$ cat config.mk
export PLATFORM = sky130hd
export DESIGN_NAME = sram_port_arbiter
export DESIGN_NICKNAME = d
export VERILOG_FILES = /design/src/rtl/sram_arb_pkg.sv /design/src/rtl/rr_pick.sv /design/src/rtl/sram_port_arbiter.sv
export SDC_FILE = /design/constraint.sdc
export NUM_CORES = 1
export LEC_CHECK = 0
export CAP_MARGIN = 15
export CORE_AREA = 2 2 102 104
export DETAILED_ROUTE_END_ITERATION = 10
export DIE_AREA = 0 0 104 106
export PLACE_DENSITY = 0.77
export SLEW_MARGIN = 10
export SYNTH_ARGS = -nofsm -noshare
export SYNTH_HDL_FRONTEND = slang
export SYNTH_SLANG_ARGS = --single-unit
$ cat constraint.sdc
create_clock -name CLOCK_50_I -period 2.2 [get_ports CLOCK_50_I]
set_input_delay 0.44 -clock CLOCK_50_I [delete_from_list [all_inputs] [get_ports CLOCK_50_I]]
set_output_delay 0.44 -clock CLOCK_50_I [all_outputs]
set_load 0.05 [all_outputs]
$ cat src/rtl/sram_arb_pkg.sv
// Shared constants and FSM state type for the SRAM port arbiter.
package sram_arb_pkg;

  localparam int SRAM_ADDR_W     = 18;
  localparam int SRAM_DATA_W     = 16;
  localparam int SRAM_RD_LATENCY = 2;

  typedef enum logic [1:0] {
    S_ARB_IDLE,
    S_ARB_OWN,
    S_ARB_HANDOVER
  } arb_state_type;

  // Round-robin successor of requester k among n requesters.
  function automatic int unsigned rr_next(input int unsigned k, input int unsigned n);
    return (k + 1 >= n) ? 0 : k + 1;
  endfunction

endpackage

$ cat src/rtl/rr_pick.sv
// Combinational round-robin selector: first asserted request at or after ptr_i, wrapping.
module rr_pick #(
  parameter int NUM_REQ = 4,
  parameter int IDX_W   = $clog2(NUM_REQ)
) (
  input  logic [NUM_REQ-1:0] req_i,
  input  logic [IDX_W-1:0]   ptr_i,
  output logic [NUM_REQ-1:0] pick_o,
  output logic               any_o
);

  logic [IDX_W-1:0] cand;

  always_comb begin
    pick_o = '0;
    any_o  = 1'b0;
    cand   = '0;
    for (int unsigned i = 0; i < NUM_REQ; i++) begin
      cand = IDX_W'((32'(ptr_i) + i) % NUM_REQ);
      if (!any_o && req_i[cand]) begin
        pick_o[cand] = 1'b1;
        any_o        = 1'b1;
      end
    end
  end

endmodule

$ cat src/rtl/sram_port_arbiter.sv
// Round-robin owner arbitration of one SRAM port, with registered port outputs
// and a tag pipeline that routes read-data validity back to the issuing requester.
module sram_port_arbiter
  import sram_arb_pkg::*;
#(
  parameter int NUM_REQ    = 4,
  parameter int ADDR_W     = SRAM_ADDR_W,
  parameter int DATA_W     = SRAM_DATA_W,
  parameter int RD_LATENCY = SRAM_RD_LATENCY
) (
  input  logic                      CLOCK_50_I,
  input  logic                      Reset,
  input  logic [NUM_REQ-1:0]        req,
  input  logic [NUM_REQ*ADDR_W-1:0] req_address,
  input  logic [NUM_REQ*DATA_W-1:0] req_write_data,
  input  logic [NUM_REQ-1:0]        req_we_n,
  input  logic [NUM_REQ-1:0]        req_rd_en,
  output logic [NUM_REQ-1:0]        grant,
  output logic [NUM_REQ-1:0]        rd_valid,
  output logic [ADDR_W-1:0]         SRAM_address,
  output logic [DATA_W-1:0]         SRAM_write_data,
  output logic                      SRAM_we_n,
  input  logic [DATA_W-1:0]         SRAM_read_data
);

  localparam int IDX_W = $clog2(NUM_REQ);

  arb_state_type      state_q, state_d;
  logic [IDX_W-1:0]   ptr_q, ptr_d;
  logic [IDX_W-1:0]   owner_q, owner_d;
  logic [NUM_REQ-1:0] grant_q, grant_d;
  logic [ADDR_W-1:0]  addr_q, addr_d;
  logic [DATA_W-1:0]  wdata_q, wdata_d;
  logic               we_n_q, we_n_d;

  logic [RD_LATENCY:0] tag_vld_q, tag_vld_d;
  logic [IDX_W-1:0]    tag_id_q [RD_LATENCY+1];
  logic [IDX_W-1:0]    tag_id_d [RD_LATENCY+1];

  logic [NUM_REQ-1:0] pick;
  logic               pick_any;
  logic [IDX_W-1:0]   pick_idx;
  logic               issue;

  logic [ADDR_W-1:0] addr_a  [NUM_REQ];
  logic [DATA_W-1:0] wdata_a [NUM_REQ];

  for (genvar g = 0; g < NUM_REQ; g++) begin : g_unpack
    assign addr_a[g]  = req_address[g*ADDR_W +: ADDR_W];
    assign wdata_a[g] = req_write_data[g*DATA_W +: DATA_W];
  end

  rr_pick #(
    .NUM_REQ (NUM_REQ),
    .IDX_W   (IDX_W)
  ) u_rr_pick (
    .req_i  (req),
    .ptr_i  (ptr_q),
    .pick_o (pick),
    .any_o  (pick_any)
  );

  always_comb begin
    pick_idx = '0;
    for (int unsigned i = 0; i < NUM_REQ; i++) begin
      if (pick[i]) pick_idx = IDX_W'(i);
    end
  end

  // IDLE and HANDOVER arbitrate identically; HANDOVER differs only in being
  // entered from a release, which has already advanced the pointer.
  always_comb begin
    state_d = state_q;
    ptr_d   = ptr_q;
    owner_d = owner_q;
    grant_d = grant_q;
    addr_d  = addr_q;
    wdata_d = wdata_q;
    we_n_d  = 1'b1;
    issue   = 1'b0;
    unique case (state_q)
      S_ARB_IDLE, S_ARB_HANDOVER: begin
        grant_d = '0;
        state_d = S_ARB_IDLE;
        if (pick_any) begin
          grant_d = pick;
          owner_d = pick_idx;
          state_d = S_ARB_OWN;
        end
      end
      S_ARB_OWN: begin
        if (req[owner_q]) begin
          addr_d  = addr_a[owner_q];
          wdata_d = wdata_a[owner_q];
          we_n_d  = req_we_n[owner_q];
          issue   = req_we_n[owner_q] & req_rd_en[owner_q];
        end else begin
          grant_d = '0;
          ptr_d   = IDX_W'(rr_next(32'(owner_q), NUM_REQ));
          state_d = S_ARB_HANDOVER;
        end
      end
      default: begin
        grant_d = '0;
        state_d = S_ARB_IDLE;
      end
    endcase
  end

  always_comb begin
    tag_vld_d   = {tag_vld_q[RD_LATENCY-1:0], issue};
    tag_id_d[0] = owner_q;
    for (int unsigned i = 1; i <= RD_LATENCY; i++) begin
      tag_id_d[i] = tag_id_q[i-1];
    end
  end

  always_ff @(posedge CLOCK_50_I or posedge Reset) begin
    if (Reset) begin
      state_q   <= S_ARB_IDLE;
      ptr_q     <= '0;
      owner_q   <= '0;
      grant_q   <= '0;
      addr_q    <= '0;
      wdata_q   <= '0;
      we_n_q    <= 1'b1;
      tag_vld_q <= '0;
      for (int unsigned i = 0; i <= RD_LATENCY; i++) tag_id_q[i] <= '0;
    end else begin
      state_q   <= state_d;
      ptr_q     <= ptr_d;
      owner_q   <= owner_d;
      grant_q   <= grant_d;
      addr_q    <= addr_d;
      wdata_q   <= wdata_d;
      we_n_q    <= we_n_d;
      tag_vld_q <= tag_vld_d;
      tag_id_q  <= tag_id_d;
    end
  end

  always_comb begin
    rd_valid = '0;
    if (tag_vld_q[RD_LATENCY]) rd_valid[tag_id_q[RD_LATENCY]] = 1'b1;
  end

  assign grant           = grant_q;
  assign SRAM_address    = addr_q;
  assign SRAM_write_data = wdata_q;
  assign SRAM_we_n       = we_n_q;

  a_grant_onehot: assert property (@(posedge CLOCK_50_I) disable iff (Reset) $onehot0(grant));
  a_rd_data_known: assert property (@(posedge CLOCK_50_I) disable iff (Reset)
    (|rd_valid) |-> !$isunknown(SRAM_read_data));

endmodule
==> results of run 1 <==
## sequential cells by signal, indices dropped and copies added (netlist names)
name             cells
SRAM_write_data     16
grant                4
tag_vld_q            3
tag_id_q             2
ptr_q                2
tag_id_d             4
SRAM_we_n            1
state_q              2
owner_q              2
SRAM_address        18
## cells in the final DEF (no fill, tap or decap), types with 2 or more instances in the layout
cell type        instances
o22ai_1                  4
and3_1                   5
clkbuf_8                 5
buf_4                   22
mux2_1                  28
nor3b_1                  7
mux2i_1                  2
nor2_1                   4
or2_2                    2
mux2_2                   8
mux2i_2                  2
inv_1                    4
buf_12                   3
nand2b_1                 4
dfrtp_1                 51
dfrtp_2                  2
mux4_2                  37
mux2i_4                  2
and3b_1                  3
nor3_1                   3
o21ai_0                  6
clkdlybuf4s50_1        190
ha_1                     6
a21o_1                   2
nand2_1                 14
## power by group through the flow
| stage | clock network [mW] | logic, mW | registers [mW] |
|---|---|---|---|
| after global placement | 0 | 4.99 | 1.74 |
| after floorplan | 0 | 2.19 | 2.98 |
| after detailed placement | 0 | 5.09 | 1.76 |
| final | 0.550 | 5.10 | 1.74 |
| after global routing | 0.628 | 5.41 | 1.80 |
| after CTS | 0.579 | 5.09 | 1.75 |
## Yosys cell counts, types with 4 or more instances
master    count
nand2_1      14
ha_1          7
clkbuf_1      6
inv_1         5
buf_2         5
dfrtp_1      53
mux4_2       37
mux2_1       28
nor3b_1       7
mux2_2        8
nor2_1        4
nand2b_1      4
o22ai_1       5
o21ai_0       6
and3_1        5
## worst paths after layout
path / start / endpoint / slack, ns / cells past startpoint
setup / recovery: req[3] / owner_q[0]$_DFFE_PP0P_ / 0.04 / 7
hold / removal: tag_id_d[3]$_DFF_PP0_ / tag_id_d[1]$_DFF_PP0_ / 0.35 / 0
setup reg to reg: ptr_q[0]$_DFFE_PP0P_ / owner_q[0]$_DFFE_PP0P_ / 0.08 / 6
hold reg to reg: tag_id_d[3]$_DFF_PP0_ / tag_id_d[1]$_DFF_PP0_ / 0.35 / 0
max in group asynchronous: Reset / owner_q[1]$_DFFE_PP0P_ / 1.17 / 3
min in group asynchronous: Reset / SRAM_address[17]$_DFFE_PP0P_ / 0.47 / 2
## logic make-up after synthesis
logic type / Yosys count / synth area share
AO/OA/AOI/OAI: 25 / 0.0540
AND/OR/NAND/NOR: 46 / 0.0774
multiplexers: 79 / 0.400
buffers and inverters: 21 / 0.0340
adder cells (fa/ha/maj): 7 / 0.0264
flip-flops: 54 / 0.408
## stage by stage
step	worst slack, ns	total power [mW]
after floorplan	0.0155	5.17
after global placement	-0.191	6.73
after detailed placement	-0.260	6.85
after CTS	0.0146	7.42
after global routing	-0.0425	7.84
final	0.0444	7.39
## critical path, cell delays in order
cell and delay, ns:
clkdlybuf4s50_1 0.46, buf_4 0.17, mux2i_4 0.22, o22ai_1 0.12
a2111oi_1 0.46, o22ai_1 0.20, a221o_1 0.28
## area by class of cell
type	instances	area (um^2)
Sequential cell	54	1360
Multi-Input combinational cell	157	1870
Clock buffer	5	68.8
Inverter	5	18.8
Tap cell	136	170
Fill cell	853	4350
Clock inverter	3	21.3
Timing Repair Buffer	216	2140
## per-layer routing
layer  track usage  vias up
met5             0        -
met1         0.204     1396
met3        0.0552       10
li1              -     1326
met4        0.0367        0
met2         0.319      129
==> flow_metrics.tcl, run 1 <==
set metrics [dict create \
    required_ns 2.39 \
    syn_area_um2 3320 \
    nets 612 \
    routed-wl-met3_um 755 \
    synth_top_area_share 0.400 \
    pin_count 209 \
    ctsHoldBuffers 0 \
    synthArstFlopShare 1.00 \
    first_pass_iters 4 \
    final.setup.tns_ns 0 \
    p_sw_mw 3.32 \
    cts_setup_buffers 0 \
    synth_edf_count 0 \
    cts_tree "built" \
    post-route-util 0.565 \
    grt_first_pass_wirelength_mm 15.5 \
    synth.area.top_cells "dfrtp_1, mux4_2, mux2_1" \
    critical_path_class "in -> reg" \
    die_x_um 104 \
    peakVddDrop_uv 666 \
    place_area_um2 5530 \
    hold_class "reg -> reg" \
    cts_sinks 54 \
    overflow 0 \
    p_seq_frac 0.235 \
    grt_pass1_vias 3100 \
    cts_buffers 5 \
    cts-resized-gates 0 \
    fin_hold_ws_ns 0.348 \
    skew_ns 0.00766 \
    post-route-drc-count 0 \
    die_h_um 106 \
    dp_hpwl_mm 7.70 \
    wl_per_cell_um 16.6 \
    grt_use_total 0.176 \
    final_layout_size_suffix_gt1_frac 0.209 \
    routabilityCongestion 0.918 \
    synth_top_area_cell "dfrtp_1" \
    critPathCaptureType "register" \
    startpoint_type "input port" \
    cts.clk_slew.worst_paths_ns 0.10 \
    status "finished clean" \
    dp.cells 568 \
    clockRootBuffer "clkbuf_8" \
    syn_nets 405 \
    slew_viol_final 0 \
    syn-mean-instance-area_um2 14.3 \
    crit_fanout 5 \
    drt_wl_total_mm 9.57 \
    wirelength_met1_mm 3.73 \
    num_rows 37 \
    design_area_um2 5650 \
    combPwrFrac 0.690 \
    ys.flop_type "dfrtp_1" \
    finalHoldViolCount 0 \
    layout_min_cycle_time_ns 2.16 \
    core_area_um2 10000 \
    swShare 0.450 \
    ys_ff_latch 54 \
    tightest_slew_ns 0.542 \
    synth_seq_area_share 0.408 \
    top_layer "met4" \
    intPower_mw 4.07 \
    h-tree-depth 2 \
    antenna_found_initial 0 \
    ys_types 42 \
    grt_start_max_net_pins 41 \
    cts_buffer_depth 2 \
    finalSetupViolCount 0 \
    drt-vias-per-instance 4.97 \
    diodes 0 \
    vias 2861 \
    postSynthCellCount 232 \
    yosysWarnings 0 \
    timing.slew.headroom 0.637 \
    drtIter0Drc 119 \
    cap_violations 0 \
    syn_to_final_growth_pct 70.3 \
    antenna_left 0 \
    met2_length_mm 4.99 \
    fmax_mhz 464 \
    power_leakage_nw 2.25 \
    power.density_nw_per_um2 1310 \
    insertion_delay_ns 0.30 \
    port_buffers 192 \
    instances_no_fill 576 \
    period_share 0.980 \
    cp.arrival_ns 2.35 \
    die-area_um2 11000 \
    clock_power_share 0.074 \
    initial_utilization 0.332 \
]
(Power assumes the default switching activity.)
==> inputs of run 2 (changes only) <==
CORE_AREA = 5 5 105 107   (was 2 2 102 104)
DIE_AREA = 0 0 110 112   (was 0 0 104 106)
==> flow_metrics.tcl, run 2 (synthesis results as in run 1) <==
set metrics [dict create \
    status "finished clean" \
    finalHoldViolCount 0 \
    post-route-drc-count 0 \
    ctsHoldBuffers 0 \
    initial_utilization 0.330 \
    crit_fanout 9 \
    antenna_found_initial 0 \
    nFillCells 861 \
    final_common_cell "clkdlybuf4s50_1" \
    wl_per_cell_um 17.7 \
    drt-vias-per-instance 4.99 \
    critical_path_class "in -> reg" \
    num_rows 37 \
    pin_count 209 \
    grt_use_total 0.160 \
    cts_tree "built" \
    cts_setup_buffers 0 \
    power.density_nw_per_um2 1320 \
    hold_class "reg -> reg" \
    clockRootBuffer "clkbuf_8" \
    layout_min_cycle_time_ns 2.12 \
    required_ns 2.39 \
    tightest_slew_ns 0.561 \
    die_h_um 112 \
    wirelength_met1_mm 3.60 \
    rsz0062_at_grt "no" \
    skew_ns 0.0125 \
    cap_violations 0 \
    grt_pass1_vias 3119 \
    fmax_mhz 472 \
    h-tree-depth 2 \
    timing.slew.headroom 0.626 \
    startpoint_type "input port" \
    nets 609 \
    peakVddDrop_uv 831 \
    syn_to_final_growth_pct 70.0 \
    die-area_um2 12300 \
    finalSetupViolCount 0 \
    final_layout_size_suffix_gt1_frac 0.201 \
    power_leakage_nw 2.27 \
    cp.arrival_ns 2.30 \
    first_pass_iters 4 \
    drtIter0Drc 70 \
    cts_buffers 5 \
    drt_wl_total_mm 10.1 \
    grt_start_max_net_pins 55 \
    cts_sinks 54 \
    antenna_left 0 \
    die_x_um 110 \
    overflow 0 \
    insertion_delay_ns 0.31 \
    largest_reg_flops 18 \
    dp_hpwl_mm 8.14 \
    routed-wl-met3_mm 1.03 \
    layout_common_cells "clkdlybuf4s50_1, dfrtp_1, mux4_2" \
    final.setup.tns_ns 0 \
    slew_viol_final 0 \
    post-place-ws_ns -0.258 \
    core_area_um2 10000 \
    vias 2859 \
    period_share 0.962 \
    met2_length_mm 5.39 \
    grt_first_pass_wirelength_mm 15.6 \
    routabilityCongestion 0.898 \
    cts.clk_slew.worst_paths_ns 0.10 \
    critPathCaptureType "register" \
    fin_ws_ns 0.0833 \
    cts_buffer_depth 2 \
    diodes 0 \
    top_layer "met4" \
    port_buffers 192 \
]
==> run 2: power breakdown <==
part	total, mW	switching [mW]	internal, mW
Sequential	1.73	0.243	1.49
Combinational	5.02	2.71	2.31
Clock	0.713	0.338	0.375
==> run 2: worst paths after layout <==
check	start	to	slack, ns	depth (start not counted)
min in group asynchronous	Reset	SRAM_address[7]$_DFFE_PP0P_	0.50	3
hold / removal	tag_id_d[2]$_DFF_PP0_	tag_id_d[0]$_DFF_PP0_	0.34	0
hold reg to reg	tag_id_d[2]$_DFF_PP0_	tag_id_d[0]$_DFF_PP0_	0.34	0
max in group asynchronous	Reset	SRAM_we_n$_DFF_PP1_	1.41	3
setup / recovery	req[1]	owner_q[0]$_DFFE_PP0P_	0.08	7
setup reg to reg	ptr_q[0]$_DFFE_PP0P_	owner_q[0]$_DFFE_PP0P_	0.10	7
==> run 2: layout make-up <==
type	count	area, um^2	share of cell area
inverters	5	18.8	0.00333
well taps	136	170	0.0302
clock inverters	2	38.8	0.00688
multi-input cells	157	1860	0.330
clock buffers	6	82.6	0.0146
repair buffers	213	2110	0.375
flip-flops and latches	54	1360	0.240
==> run 2: what timing repair did <==
action	4_1_cts	5_1_grt
endpoints found under the hold margin	0	0
resized for setup	0	6
endpoints found under the setup margin	0	3
==> run 2: worst max-delay path, stage by stage <==
cell	delay, ns
clkdlybuf4s50_1	0.42
buf_4	0.18
mux2i_4	0.21
o22ai_1	0.13
a2111oi_1	0.45
o22ai_1	0.20
a221o_1	0.28
==> run 2: per-stage QoR <==
stage / util / cell area [um^2] / instances / hold WS [ns] / power (mW)
final: 0.561 / 5640 / 573 / 0.345 / 7.46
after global routing: 0.561 / 5640 / 573 / 0.362 / 7.92
after CTS: 0.560 / 5630 / 573 / 0.351 / 7.55
after detailed placement: 0.548 / 5500 / 565 / 0.335 / 6.82
after global placement: 0.548 / 5500 / 565 / 0.332 / 6.70
after floorplan: - / 3320 / 232 / 0.331 / 5.17
==> run 2: metal layers <==
metal,GRT usage,vias to the layer above
met2,0.301,136
met4,0.0249,0
li1,-,1322
met5,0,-
met3,0.0481,9
met1,0.177,1392
==> inputs of run 3 (changes only) <==
GPL_TIMING_DRIVEN = 0   (was unset)
REMOVE_ABC_BUFFERS = 1   (was unset)
==> flow_metrics.tcl, run 3 (synthesis results as in run 1) <==
set metrics [dict create \
    cts.clk_slew.worst_paths_ns 0.10 \
    fin_ws_ns 0.0989 \
    slowest_stage "clkdlybuf4s50_1" \
    slew_viol_final 0 \
    post-place-ws_ns -0.591 \
    finalSetupViolCount 0 \
    overflow 0 \
    crit_end "SRAM_we_n" \
    critPathCaptureType "output pin" \
    drt-vias-per-instance 5.02 \
    die-area_um2 12300 \
    diodes 0 \
    status "finished clean" \
    cts_buffer_depth 2 \
    dp_hpwl_mm 8.54 \
    clockRootBuffer "clkbuf_8" \
    power.density_nw_per_um2 1330 \
    drt_wl_total_mm 10.8 \
    post-route-drc-count 0 \
    design_area_um2 5650 \
    largest_reg_flops 18 \
    r2r_slack_ns 0.12 \
    num_rows 37 \
    worstRegToRegCells 6 \
    intPower_mw 4.15 \
    fin_hold_ws_ns 0.353 \
    syn_to_final_growth_pct 70.4 \
    nets 603 \
    power_leakage_nw 2.29 \
    rsz0062_at_grt "yes" \
    r2r_start "ptr_q[0]$_DFFE_PP0P_" \
    critical_path_depth 1 \
    required_ns 1.76 \
    nFillCells 846 \
    vias 2844 \
    routabilityCongestion 0.816 \
    antenna_left 0 \
    reg2reg_to "owner_q[0]$_DFFE_PP0P_" \
    startpoint_type "register" \
    layout_min_cycle_time_ns 2.10 \
    critPathMaxStageDelay_ns 0.83 \
    path_delay_family "buffers and inverters" \
    drtIter0Drc 119 \
    p_seq_frac 0.238 \
    cp.arrival_ns 1.66 \
    antenna_found_initial 0 \
    cts_tree "built" \
    worst-path-buf-inv 1 \
    crit_fanout 1 \
    final_common_cell "clkdlybuf4s50_1" \
    h-tree-depth 2 \
    dp.cells 548 \
    cap_violations 0 \
    port_buffers 192 \
    instances_no_fill 567 \
    die_h_um 112 \
    combPwrFrac 0.685 \
    grt_first_pass_wirelength_mm 16.5 \
    grt_pass1_vias 3155 \
    first_pass_iters 6 \
    peakVddDrop_uv 860 \
    fmax_mhz 476 \
    timing.slew.headroom 0.634 \
    layout_common_cells "clkdlybuf4s50_1, dfrtp_1, mux4_2" \
    insertion_delay_ns 0.30 \
    ctsHoldBuffers 0 \
    cts_buffers 5 \
    grt_start_max_net_pins 36 \
    critical_path_class "reg -> out" \
    skew_ns 0.00505 \
    cts_sinks 54 \
    clock_power_share 0.077 \
    post-route-util 0.562 \
    tightest_slew_ns 0.547 \
    seq_area_um2 1360 \
    core_area_um2 10000 \
    p_sw_mw 3.38 \
    wl_per_cell_um 19.1 \
    startpoint "SRAM_we_n$_DFF_PP1_" \
    grt_use_total 0.172 \
    swShare 0.449 \
    pin_count 209 \
    cp_cell_sequence "clkdlybuf4s50_1" \
    die_x_um 110 \
    initial_utilization 0.330 \
    final_layout_size_suffix_gt1_frac 0.197 \
    period_share 0.955 \
    finalHoldViolCount 0 \
    hold_class "reg -> reg" \
    place_area_um2 5400 \
    multi_input_area_um2 1870 \
]
-- run 3: cell types whose count changed in the layout (fill, tap and decap cells not counted), sizes merged --
cell           change
clkinv             +2
dlymetal6s2s       +4
bufinv             -1
dlygate4sd2        +2
clkbuf             -1
clkdlybuf4s50      -3
buf                -9
-- run 3: how the worst min path moves through the flow --
stage,from,endpoint,slack (ns),cells past startpoint
final,tag_id_d[0]$_DFF_PP0_,tag_id_q[0]$_DFF_PP0_,0.35,0
after global routing,tag_vld_q[1]$_DFF_PP0_,tag_vld_q[2]$_DFF_PP0_,0.37,0
after CTS,tag_id_d[0]$_DFF_PP0_,tag_id_q[0]$_DFF_PP0_,0.36,0
after detailed placement,tag_id_d[0]$_DFF_PP0_,tag_id_q[0]$_DFF_PP0_,0.34,0
after global placement,tag_vld_q[1]$_DFF_PP0_,tag_vld_q[2]$_DFF_PP0_,0.33,0
after floorplan,tag_id_d[2]$_DFF_PP0_,tag_id_d[0]$_DFF_PP0_,0.33,0
-- run 3: routing by layer --
layer | wire, um | GRT usage
met1 | 3960 | 0.190
met2 | 5800 | 0.321
met3 | 939 | 0.0452
met4 | 128 | 0.0374
met5 | 0 | 0
-- run 3: area by class of cell --
type | count | area share
clock buffer | 5 | 0.0122
inverter | 5 | 0.00332
tap | 136 | 0.0301
clock inverter | 3 | 0.00509
sequential | 54 | 0.241
timing repair buffer | 207 | 0.377
multi-input combinational | 157 | 0.331
-- run 3: power by group through the flow --
stage / registers [mW] / clock network (mW) / logic [mW]
global placement: 2.10 / 0 / 4.46
floorplan: 3.23 / 0 / 1.85
detailed placement: 2.07 / 0 / 4.65
finish: 1.79 / 0.577 / 5.16
global route: 1.87 / 0.642 / 5.50
CTS: 1.89 / 0.612 / 5.08
-- run 3: repair_timing --
action / 4_1_cts / 5_1_grt
pin swaps: 1 / 0
setup buffers: 8 / 3
setup endpoints to repair: 47 / 39
gates resized for setup: 10 / 9
-- run 3: stage by stage --
step | TNS [ns] | power, mW
finish | 0 | 7.53
detailed placement | -20.67 | 6.72
global placement | -145.36 | 6.56
floorplan | -66.10 | 5.08
global route | -0.0126 | 8.01
CTS | 0 | 7.58
==> RTL change 1, RTL diff (flow settings as in run 3) <==
The package constant `SRAM_ADDR_W` goes from 18 to 9.
--- a/src/rtl/sram_arb_pkg.sv
+++ b/src/rtl/sram_arb_pkg.sv
@@ -1,7 +1,7 @@
 // Shared constants and FSM state type for the SRAM port arbiter.
 package sram_arb_pkg;
 
-  localparam int SRAM_ADDR_W     = 18;
+  localparam int SRAM_ADDR_W     = 9;
   localparam int SRAM_DATA_W     = 16;
   localparam int SRAM_RD_LATENCY = 2;
 
Ports: changed (resized SRAM_address and req_address); port bits go from 209 to 164. The function was not compared with the original's and may differ.
==> RTL change 1 against run 3 <==
- the flow now finishes with violations (setup timing)
- sequential cell count is 9 lower
- sequential share of layout area increased by 0.61 points
- wire length down 21%
- final cell count decreased by 15%
- cell area down 19%
- total power down 18%
- area after synthesis down 18%
- count of clock-buffer cells in the layout did not move
- setup slack got worse by 110 ps
- critical endpoint is now owner_q[0]$_DFFE_PP0P_
- largest power group unchanged
==> RTL change 1: results (changes against run 3) <==
Status
  • Status: finished with violations
  • Failing checks: setup timing

Pwr
  • Max rail drop VDD: 0.4952 mV (-42%)
  • Static leakage: 1.812 nW (-21%)

Placement
  • Dpl ws: -537.5 ps (+53.57 ps)
  • PortBufs: 147 (-23%)
  • Post-Place Cell Area: 4322 sq um (-20%)
  • Placed cells: 467 (-15%)

Setup path
  • Worst path max stage delay: 410 ps (-420 ps)
  • Crit path max fanout: 6 (+5)
  • Crit-path slowest cell: dfrtp_2
  • CP Capture Type: flip-flop
  • R2r worst-path depth: 8 (+2)
  • CP startpoint: ptr_q[0]$_DFFE_PP0P_

Cells and area
  • Largest register FFs: 16 (-2)
  • Fillcell total: 920 (+8.7%)
  • Final Non-Filler Cells: 484 (-15%)

Worst hold path
  • Min-Delay Endpoint: tag_id_d[0]$_DFF_PP0_
  • Hold Crit Start: tag_id_d[2]$_DFF_PP0_

Detailed routing
  • TritonRoute pass-1 iters: 4 (-2)

Global routing
  • First-pass GRT wire length: 12,920 um (-21%)
  • Vias in the first global route: 2,496 (-21%)
  • Largest net degree at the start of global routing: 32 (-11%)

Timing
  • Fin worst setup slack: -6.505 ps (-105.4 ps)
  • Worst-case hold slack: 353.5 ps (+0.1720 ps)
  • Final setup vio count: 1 (+1)
  • Setup tns final: -6.505 ps (-6.505 ps)

Logic synthesis
  • Adder-cell share of the synthesized area: 0.03224 (+0.005828)
  • Most frequent cells after synthesis: dfrtp_1 (44), mux4_2 (29), mux2_2 (24), nand2_1 (10), nor2_1 (8)
  • Post-synthesis mux area share: 0.3643 (-0.03603)
  • Post-synthesis sequential area ratio: 0.4150 (+0.007092)
  • Post-synthesis compound-gate area fraction: 0.06771 (+0.01375)
## RTL change 1: routing by layer
layer / GRT usage / up-vias / routed length, um
li1: - / 1062 / -
met5: 0 / - / 0
met3: 0.04232 / 8 / 840
met1: 0.1589 / 1139 / 3193
met4: 0.02909 / 0 / 82
met2: 0.2362 / 101 / 4451
## RTL change 1: area by class of cell
type / instances / area, sq um / share of cell area
clock buffers: 5 / 68.82 / 0.01496
inverters: 6 / 27.53 / 0.005983
multi-input cells: 132 / 1570 / 0.3413
flip-flops and latches: 45 / 1137 / 0.2472
clock inverters: 3 / 46.29 / 0.01006
repair buffers: 157 / 1580 / 0.3435
well taps: 136 / 170.2 / 0.03699
## RTL change 1: power by group
group          internal, mW  leakage [nW]  switching, mW
sequential             1.24         0.532          0.303
clock                 0.340        0.0543          0.300
combinational          1.89          1.23           2.10
total                  3.47          1.81           2.70
## RTL change 1: what timing repair did
action                     CTS  global route
cloned                       1             0
buffers inserted             3             5
gates resized for setup     15            11
setup endpoints to repair   37            12
pin swaps                    0             5
==> RTL change 2, RTL diff (settings of run 3) <==
Made on the original files. Encoding of `arb_state_type`: now one-hot (3 bits for 3 states).
--- a/src/rtl/sram_arb_pkg.sv
+++ b/src/rtl/sram_arb_pkg.sv
@@ -5,10 +5,10 @@
   localparam int SRAM_DATA_W     = 16;
   localparam int SRAM_RD_LATENCY = 2;
 
-  typedef enum logic [1:0] {
-    S_ARB_IDLE,
-    S_ARB_OWN,
-    S_ARB_HANDOVER
+  typedef enum logic [2:0] {
+    S_ARB_IDLE     = 3'b001,
+    S_ARB_OWN      = 3'b010,
+    S_ARB_HANDOVER = 3'b100
   } arb_state_type;
 
   // Round-robin successor of requester k among n requesters.
Function: no difference found for any inputs over 4 cycles, from zero or initial values and one cycle with Reset high; so few cycles prove little.
==> RTL change 2 against run 3 <==
- wire length decreased by 0.53%
- critical path depth increased by 7
- global-route usage increased by 0.17 points
- setup slack got worse by 70 ps
- sequential share of layout area increased by 0.55 points
- cell area decreased by 0.53%
- die area unchanged
- register-to-register slack got worse by 90 ps
- total power about the same
- sequential cell count increased by 1
- area after synthesis increased by 1.2%
==> RTL change 2: results (changes against run 3) <==
Setup path
  • Setup crit end: grant[1]$_DFFE_PP0N_
  • Cell family with most CP delay: multiplexers
  • R2r worst-path depth: 8 (+2)
  • Crit-path slowest cell: mux4_2
  • Worst path max stage delay: 560 ps (-270 ps)
  • R2R Path Start: ptr_q[1]$_DFFE_PP0P_
  • CP Data Arrival Time: 2360 ps (+700 ps)

Placement
  • Dpl ws: -523.1 ps (+68.01 ps)
  • Placed cells: 554 (+1.1%)
  • Detailed Place HPWL: 8307 um (-2.7%)
  • Gpl congestion: 0.8832 (+8.2%)
  • Post-Place Cell Area: 5395 sq um (-0.12%)

Global routing
  • Met3 Usage GRT: 0.05159 (+0.006377)
  • GRT Total Usage: 0.1732 (+0.001685)
  • First-pass GRT wire length: 16,760 um (+1.8%)
  • Met1 Use GR: 0.1961 (+0.005655)
  • Largest net degree at the start of global routing: 38 (+5.6%)
  • Met2 Resource Use GR: 0.3167 (-0.004045)

Logic synthesis
  • Post-synthesis sequential area ratio: 0.4107 (+0.002810)
  • Most frequent cells after synthesis: dfrtp_1 (53), mux4_2 (39), mux2_2 (33), nor2_1 (12), nand2_1 (11)
  • Cell count after synthesis: 239 (+3.0%)
  • Synth area leaders: dfrtp_1 (40%), mux4_2 (26%), mux2_2 (11%)
  • Count of cell types in the netlist: 40 (-4.8%)

Cells and area
  • Final Non-Filler Cells: 568 (+0.18%)
  • Nets@finish: 604 (+0.17%)
  • Share of layout cells above drive strength 1: 0.2523 (+0.05510)

Pwr
  • Seq pwr share: 0.240 (+0.002)
  • Switch Pwr: 3.376 mW (-0.19%)
  • Max rail drop VDD: 0.6611 mV (-23%)
  • Total power: 7.529 mW (about the same)
  • Comb group: 5.05 mW (-2%)
  • Static leakage: 2.237 nW (-2.4%)

Timing
  • Fin worst setup slack: 29.10 ps (-69.83 ps)
  • Worst-case hold slack: 357.0 ps (+3.771 ps)
  • Worst Tran Pin Value: 592.2 ps (+44.87 ps)

Worst hold path
  • Min-Delay Endpoint: tag_id_d[1]$_DFF_PP0_
  • Hold Crit Start: tag_id_d[3]$_DFF_PP0_

Detailed routing
  • TritonRoute pass-1 iters: 4 (-2)
  • Met2 Routed Length: 5687 um (-1.9%)
  • Final wirelength: 10,770 um (-0.53%)

Status
  • Status: complete, no violations

Clock tree
  • Post-cts sizing count: 5 (-5)
  • Post-CTS Setup Bufs: 4 (-4)
-- RTL change 2: worst reg2reg max path, stage by stage, from the launching register on --
cell	delay, ps
dfrtp_2	380
inv_2	70
ha_4	290
mux4_2	560
and2_1	200
a31oi_1	180
o22ai_1	130
o21ai_0	190
nand2_1	60
-- RTL change 2: cell type report --
class,instances,area (sq um)
clock buffers,5,68.82
clock inverters,3,43.79
multi-input cells,162,1887
inverters,7,26.28
repair buffers,200,2038
well taps,136,170.2
fillers,876,4425
flip-flops and latches,55,1386
-- RTL change 2: kinds of logic (layout without fill, tap and decap cells) --
kind of cell             after synthesis  after routing  share of synthesized area
AO/OA/AOI/OAI                         27             27                    0.05367
XOR/XNOR                               1              1                   0.002609
adder cells (fa/ha/maj)                7              7                    0.02609
buffers and inverters                 22            215                    0.03727
flip-flops                            55             55                     0.4107
multiplexers                          77             77                     0.3880
AND/OR/NAND/NOR                       50             50                    0.08163
